File: config.mk
export PLATFORM = sky130hd
export DESIGN_NAME = missile_ctl_flat
export DESIGN_NICKNAME = d
export VERILOG_FILES = /design/src/rtl/missile_ctl_if.sv /design/src/rtl/missile_ctl.sv /design/src/flat_wrapper.sv
export SDC_FILE = /design/constraint.sdc
export NUM_CORES = 1
export LEC_CHECK = 0
export CAP_MARGIN = 20
export CORE_MARGIN = 2
export CORE_UTILIZATION = 30
export CTS_BUF_LIST = sky130_fd_sc_hd__clkbuf_4 sky130_fd_sc_hd__clkbuf_8
export DETAILED_ROUTE_END_ITERATION = 12
export GPL_ROUTABILITY_DRIVEN = 1
export PLACE_DENSITY = 0.56
export SLEW_MARGIN = 20
export SYNTH_ARGS = -nofsm -noshare
export SYNTH_HDL_FRONTEND = slang
export SYNTH_SLANG_ARGS = --single-unit
File: constraint.sdc
create_clock -name pclk -period 4 [get_ports pclk]
set_input_delay 0.8 -clock pclk [delete_from_list [all_inputs] [get_ports pclk]]
set_output_delay 0.8 -clock pclk [all_outputs]
set_load 0.02 [all_outputs]
File: src/rtl/missile_ctl_if.sv
// Signal bundle between the missile sequencer and its surroundings.
// The controller is the slave. The bench or ship logic is the master.
interface missile_ctl_if;
    logic        vblnk_in;
    logic        fire;
    logic        hit;
    logic [10:0] ship_x;
    logic [10:0] ship_y;
    logic [10:0] xpos;
    logic [10:0] ypos;
    logic        on;
    logic        shot_fired;
    logic        busy;

    modport master (
        output vblnk_in, fire, hit, ship_x, ship_y,
        input  xpos, ypos, on, shot_fired, busy
    );

    modport slave (
        input  vblnk_in, fire, hit, ship_x, ship_y,
        output xpos, ypos, on, shot_fired, busy
    );
endinterface

File: src/rtl/missile_ctl.sv
// Single-missile sequencer: launch from the ship on a fire edge, then rise once per frame.
// The missile retires on a hit or at the top of the screen, then waits out a frame cooldown.
module missile_ctl #(
    parameter int SPEED       = 4,
    parameter int MISSILE_H   = 20,
    parameter int COOLDOWN_FR = 8
) (
    input  logic         pclk,
    input  logic         rst,
    missile_ctl_if.slave bus
);
    localparam logic [10:0] SPEED_W  = 11'(SPEED);
    localparam logic [10:0] HEIGHT_W = 11'(MISSILE_H);
    localparam logic [7:0]  CD_INIT  = 8'(COOLDOWN_FR);

    typedef enum logic [1:0] {
        IDLE     = 2'd0,
        FLY      = 2'd1,
        COOLDOWN = 2'd2
    } state_t;

    state_t      state, state_nxt;
    logic [7:0]  cnt, cnt_nxt;
    logic [10:0] xpos, xpos_nxt;
    logic [10:0] ypos, ypos_nxt;
    logic        on, on_nxt;
    logic        shot_fired, shot_fired_nxt;
    logic        busy;
    logic        fire_d, vblnk_d;
    logic        fire_rise, tick, launch_ok, top_exit;

    assign fire_rise = bus.fire & ~fire_d;
    assign tick      = bus.vblnk_in & ~vblnk_d;
    assign launch_ok = fire_rise && (bus.ship_y >= HEIGHT_W);
    // Compare before subtracting so ypos can never wrap past zero.
    assign top_exit  = tick && (ypos < SPEED_W);

    always_ff @(posedge pclk) begin
        if (rst) begin
            state      <= IDLE;
            cnt        <= 8'd0;
            xpos       <= 11'd0;
            ypos       <= 11'd0;
            on         <= 1'b0;
            shot_fired <= 1'b0;
            busy       <= 1'b0;
            fire_d     <= 1'b0;
            vblnk_d    <= 1'b0;
        end else begin
            state      <= state_nxt;
            cnt        <= cnt_nxt;
            xpos       <= xpos_nxt;
            ypos       <= ypos_nxt;
            on         <= on_nxt;
            shot_fired <= shot_fired_nxt;
            busy       <= (state_nxt != IDLE);
            fire_d     <= bus.fire;
            vblnk_d    <= bus.vblnk_in;
        end
    end

    always_comb begin
        state_nxt = state;
        case (state)
            IDLE:     if (launch_ok) state_nxt = FLY;
            FLY:      if (bus.hit || top_exit) state_nxt = COOLDOWN;
            COOLDOWN: if (tick && cnt == 8'd1) state_nxt = IDLE;
            default:  state_nxt = IDLE;
        endcase
    end

    always_comb begin
        cnt_nxt        = cnt;
        xpos_nxt       = xpos;
        ypos_nxt       = ypos;
        on_nxt         = on;
        shot_fired_nxt = 1'b0;
        case (state)
            IDLE: begin
                on_nxt = 1'b0;
                if (launch_ok) begin
                    xpos_nxt       = bus.ship_x;
                    ypos_nxt       = bus.ship_y - HEIGHT_W;
                    on_nxt         = 1'b1;
                    shot_fired_nxt = 1'b1;
                end
            end
            FLY: begin
                // A hit outranks a frame tick arriving in the same cycle.
                if (bus.hit || top_exit) begin
                    on_nxt  = 1'b0;
                    cnt_nxt = CD_INIT;
                end else if (tick) begin
                    ypos_nxt = ypos - SPEED_W;
                end
            end
            COOLDOWN: begin
                on_nxt = 1'b0;
                if (tick) cnt_nxt = cnt - 8'd1;
            end
            default: on_nxt = 1'b0;
        endcase
    end

    assign bus.xpos       = xpos;
    assign bus.ypos       = ypos;
    assign bus.on         = on;
    assign bus.shot_fired = shot_fired;
    assign bus.busy       = busy;
endmodule

File: src/flat_wrapper.sv
// flat-port wrapper written by rule: the top's interface ports become plain ports
module missile_ctl_flat 
#(
    parameter int SPEED       = 4,
    parameter int MISSILE_H   = 20,
    parameter int COOLDOWN_FR = 8
)
  (pclk, rst, bus_vblnk_in, bus_fire, bus_hit, bus_ship_x, bus_ship_y, bus_xpos, bus_ypos, bus_on, bus_shot_fired, bus_busy);
  missile_ctl_if bus_i ();
  input  logic pclk;
  input  logic rst;
  input wire logic [$bits(bus_i.vblnk_in)-1:0] bus_vblnk_in;
  input wire logic [$bits(bus_i.fire)-1:0] bus_fire;
  input wire logic [$bits(bus_i.hit)-1:0] bus_hit;
  input wire logic [$bits(bus_i.ship_x)-1:0] bus_ship_x;
  input wire logic [$bits(bus_i.ship_y)-1:0] bus_ship_y;
  output wire logic [$bits(bus_i.xpos)-1:0] bus_xpos;
  output wire logic [$bits(bus_i.ypos)-1:0] bus_ypos;
  output wire logic [$bits(bus_i.on)-1:0] bus_on;
  output wire logic [$bits(bus_i.shot_fired)-1:0] bus_shot_fired;
  output wire logic [$bits(bus_i.busy)-1:0] bus_busy;
  assign bus_i.vblnk_in = bus_vblnk_in;
  assign bus_i.fire = bus_fire;
  assign bus_i.hit = bus_hit;
  assign bus_i.ship_x = bus_ship_x;
  assign bus_i.ship_y = bus_ship_y;
  assign bus_xpos = bus_i.xpos;
  assign bus_ypos = bus_i.ypos;
  assign bus_on = bus_i.on;
  assign bus_shot_fired = bus_i.shot_fired;
  assign bus_busy = bus_i.busy;
  missile_ctl #(.SPEED(SPEED), .MISSILE_H(MISSILE_H), .COOLDOWN_FR(COOLDOWN_FR)) u_core (.pclk(pclk), .rst(rst), .bus(bus_i));
endmodule
# Yosys cells after proc, flatten, opt, wreduce, memory -nomap -nowiden
# Index checks and enable logic that the tools add are counted.
# totals
ff_bits	37
input_bits	27
output_inout_bits	25
elab_cells	53
# op_classes
add_sub_neg	3
n_lt_le_gt_ge	2
eq_ne	8
mux	14
bitwise_logic	5
n_reduce_logical	12
# op_table
cell	count
2-to-1 mux 11 bit	3
case mux 11 bit (2 select lines)	1
2-to-1 mux 8 bit	2
case mux 8 bit (2 select lines)	1
greater-or-equal comparator 11 x 5 -> 1 bit, second input constant	1
< comparator 11 x 3 -> 1 bit, second input constant	1
subtractor 11 x 3 -> 11 bit, second input constant	1
subtractor 11 x 5 -> 11 bit, second input constant	1
== test 8 x 1 -> 1 bit, second input constant	1
inequality test 2 x 1 -> 1 bit, second input constant	4
subtractor 8 x 1 -> 8 bit, second input constant	1
2-to-1 mux 2 bit	3
case mux 2 bit (3 select lines)	1
nonzero test 2 bit	3
AND reduction 4 bit	1
logical AND 1 bit	3
inverter 1 bit	3
AND reduction 3 bit	1
AND 1 bit	2
== test 2 x 1 -> 1 bit, second input constant	1
== test 2 bit, second input constant	1
zero test 2 bit	1
2-to-1 mux 1 bit	2
inequality test 2 bit, second input constant	1
other kinds (4)	4

# Depth between registers and ports, before layout
# logic_depth
ltp_word	7
depth_mapped	8
depth_no_buf	7

# Worst setup path after synthesis
# OpenSTA, ideal clock, no wires.
# synth_timing
kind	input -> register
startpoint	input port bus_ship_y[5]
endpoint	register u_core.xpos[5], in the netlist u_core.bus.xpos[5]
setup_ps	128
arrival_time_ps	2134
required_time_ps	3872
path_slack_ps	1739
stages	6
n_path_buf	1
path_cell_list	nor4_1 -> nand4_1 -> nand2_1 -> buf_2 -> mux2i_1 -> nor2_1
# synth_via
elab_chain_cells	3
# synth_rtl
item	line	source
from (decl)	flat_wrapper.sv:16	input wire logic [$bits(bus_i.ship_y)-1:0] bus_ship_y;
greater-or-equal comparator 11 x 5 -> 1 bit	missile_ctl.sv:34	assign launch_ok = fire_rise && (bus.ship_y >= HEIGHT_W);
logical AND 1 bit	missile_ctl.sv:34	
AND reduction 2 bit (no line)	-	
to (signal assigned)	missile_ctl.sv:52	xpos <= xpos_nxt;
to (decl)	missile_ctl.sv:24	logic [10:0] xpos, xpos_nxt;
# Every way passes these cells.
# A chain may end at the register's enable or synchronous reset.

# Worst setup path in the final report
# layout_timing
startpoint	input port bus_ship_y[5]
endpoint	register u_core.ypos[5], in the netlist u_core.bus.ypos[5]
# layout_via
elab_chain_cells	4
word_cells_on_any_way	7
classes_between	1 x add/sub; 1 x order compare; 1 x eq/ne; 2 x mux; 2 x reduce/logical
# layout_rtl
item	line	source
greater-or-equal comparator 11 x 5 -> 1 bit	missile_ctl.sv:34	
logical AND 1 bit	missile_ctl.sv:34	
inequality test 2 x 1 -> 1 bit (no line)	-	
AND reduction 4 bit (no line)	-	
to (signal assigned)	missile_ctl.sv:53	ypos <= ypos_nxt;
to (decl)	missile_ctl.sv:25	logic [10:0] ypos, ypos_nxt;
# Several ways; a longest one is shown, not always the timed one. The select of a mux whose other input is x is not followed.

==> flow_summary_export.csv <==
group,metric,value,unit
pwr,irDropWorstVdd,0.000188,V
final_layout,fin_nets,298,
cts,cts.sinks,37,
sta,timing_max_transition_violations_final,0,
setup_path,setup.worst_path.end_class,"flip-flop",
setup_path,cp.arrival,2780,ps
cts,cts_root_buffer,"clkbuf_8",
grt,globalRouteOverflowTotal,0,
sta,relSlewSlack,40.1,%
sta,worst_slew_pin_slew,896,ps
sta,clock-skew-final,3.03,ps
drt,drt-met1-wl,2250,µm
synth,post_synth_instance_area,0.00190,mm²
synth,synth-async-reset-ratio,0,%
setup_path,critPathKind,"in -> reg",
final_layout,final_design_area_no_fill,0.00258,mm²
synth,synth.ff_latch_count,37,
drt,met2_length,2050,µm
sta,timing.setup.tns,0,ps
cts,cts-resized-gates,0,
sta,timing.final.setup_violations,0,
drt,drt_wl_total,4640,µm
grt,global_route_wire_length_before_repair,7650,µm
final_layout,drive_gt1_share,5.99,%
synth,synthTopCellsByCount,"37 x dfxtp_1, 35 x nor2_1, 14 x a21oi_1",
synth,library_cell_with_the_highest_instance_count_after_synthesis,"dfxtp_1",
sta,post-route-min-period,2640,ps
final_layout,final_core_area_utilization,42.9,%
worst_hold_path,hold_class,"reg -> reg",
cts,worst_setup_hold_path_clk_slew,80,ps
cts,hold_buffers,0,
job,max_cap_viol_count,0,
synth,post_synth_inst_count,215,
drt,firstDrtPassIters,4,
drt,routedWlPerCell,13.6,µm
placement,dp_hpwl,3310,µm
pwr,power_frac_clock,31.8,%
floorplanning,core-area,0.00603,mm²
final_layout,number_of_fillers_in_the_final_layout,620,
outcome,status,"finished, final reports clean",
synth,synth_area_per_cell,8.82,µm²
placement,count_of_buffers_inserted_at_the_top_level_ports,51,
sta,grt_setup_unrepaired,"false",
pwr,share_comb_of_total_power,27.0,%
synth,postSynth.topFlopCell,"dfxtp_1",
final_layout,flow.area_growth_from_synthesis,36.4,%
drt,post_drt_via_cell_ratio,5.01,
cts,post-cts-setup-buffer-count,0,
setup_path,critical_path.max_stage_delay,570,ps
synth,post_synth_cell_types,39,
setup_path,worstSetupStartpointType,"input pin",
placement,placedInstanceArea,0.00247,mm²
sta,holdWs,503,ps
floorplanning,std_cell_rows,28,
floorplanning,die_area,0.00697,mm²
pwr,seq_power_share,41.2,%
pwr,power.switching_fraction,30.8,%
synth,synthDominantAreaCellType,"dfxtp_1",
synth,mappedNetlistNets,247,
floorplanning,initial_utilization,31.5,%
floorplanning,fp.dieH,83.5,µm
setup_path,worst_path_max_delay_cell,"a32oi_4",
synth,seq_area_frac_synth,39.1,%
sta,fmax,0.379,GHz
cts,clock_tree_from_tritoncts,"yes",
synth,top_cells_by_area_synth,"dfxtp_1 39%, nor2_1 6.9%, mux2i_1 6.9%",
drt,highest-signal-layer,"met4",
pwr,p_sw,0.322,mW
grt,first_global_vias,1625,
synth,yosys_warning_count,0,
floorplanning,horiz_die_dim,83.5,µm
synth,synth.top_cell.area_share,39.1,%
pwr,static-leakage-power,0.978,nW
synth,synth_enable_flop_cells,0,
drt,dr.first_iter.drc_count,80,
pwr,power_per_cell_area,404,mW/mm²
pwr,internal_power,0.723,mW
grt,antenna_found_initial,0,
sta,layout_worst_path_cycle_share,66.0,%
sta,hold_viol,0,
cts,clk_path_buf_depth,2,
drt,met3_length,289,µm
drt,route.antenna.remaining_nets,0,
floorplanning,boundaryPins,52,
setup_path,critical_path_peak_fanout,18,
cts,clk_latency,290,ps
setup_path,cp.required,4140,ps
final_layout,antenna-diode-count,0,
cts,cts-buffers-inserted,5,
setup_path,path_cells,"clkdlybuf4s50_1 -> nor4_1 -> nand4_1 -> a32oi_4 -> a311o_1 -> a21oi_1",
grt,grt.total_usage,13.5,%
cts,h-tree-depth,2,
drt,detail_route.drc_violations,0,
placement,gp_routability_congestion,0.791,
grt,grt_start_max_net_pins,23,
drt,vias,1715,
-- power by group through the flow --
stage | registers, mW | clock network [mW] | logic [mW]
3_3_place_gp | 0.439 | 0 | 0.280
6_report | 0.431 | 0.332 | 0.282
2_1_floorplan | 0.456 | 0 | 0.160
5_1_grt | 0.437 | 0.358 | 0.308
3_5_place_dp | 0.439 | 0 | 0.281
4_1_cts | 0.431 | 0.341 | 0.283
-- area by class of cell --
cell class              count  area (µm²)  area share, %
well taps                  75        93.8           3.63
clock inverters             3        46.3           1.79
multi-input cells         162        1080           41.9
inverters                   7        26.3           1.02
flip-flops and latches     37         741           28.7
repair buffers             53         526           20.3
clock buffers               5        68.8           2.66
-- logic make-up after synthesis --
logic type      Yosys count  synth area share (%)
simple gates             88                  24.7
xor+xnor                 14                  6.47
flops                    37                  39.1
mux                      13                  6.86
fa+ha+maj                 5                  3.30
buf+inv                  16                  3.76
compound gates           42                  15.8
-- stage by stage --
step / setup WS (ps) / total power [mW] / cells
after global routing: 1230 / 1.10 / 342
final: 1360 / 1.05 / 342
after CTS: 1400 / 1.06 / 342
after detailed placement: 1070 / 0.721 / 334
after floorplan: 1740 / 0.617 / 215
after global placement: 1130 / 0.720 / 334
-- metal layers --
metal  vias up  track usage, %
li1        867               -
met2        60            20.8
met3         4            3.86
met5         -               0
met4         0            4.84
met1       784            18.1
-- worst max-delay path, delay by kind of cell --
kind	cells	cell delay (ps)
AND/OR/NAND/NOR	2	660
AO/OA/AOI/OAI	3	820
buffers and inverters	1	500
-- state kept, by name, indices dropped and copies added, names as in the netlist --
| register | count |
|---|---|
| u_core.bus.on | 1 |
| u_core.vblnk_d | 1 |
| u_core.bus.shot_fired | 1 |
| u_core.bus.xpos | 11 |
| u_core.cnt | 8 |
| u_core.fire_d | 1 |
| u_core.bus.ypos | 11 |
| u_core.bus.busy | 1 |
| u_core.state | 2 |
-- cell usage in the layout (no fill, tap or decap), drive strengths merged, types with 2 or more instances in the layout --
cell / n
o21a: 2
nor3: 8
ha: 5
buf: 2
a211o: 7
nor2: 35
dfxtp: 37
nor4b: 2
xor2: 5
nor2b: 6
xnor2: 9
o21ai: 7
nand2: 12
or4: 3
nand2b: 3
clkbuf: 5
nand4bb: 2
clkdlybuf4s50: 51
nor4: 9
nand3b: 3
mux2i: 13
a21oi: 16
o211ai: 4
inv: 7
-- worst paths after layout --
path	startpoint	to	slack [ps]	cells after the start
max	bus_ship_y[5]	u_core.bus.ypos[5]	1360	6
min	u_core.bus.ypos[10]	u_core.bus.ypos[10]	500	2
max reg2reg	u_core.bus.ypos[2]	u_core.bus.ypos[5]	1510	5
min reg2reg	u_core.bus.ypos[10]	u_core.bus.ypos[10]	500	2
Power figures use the tool's default switching activity.
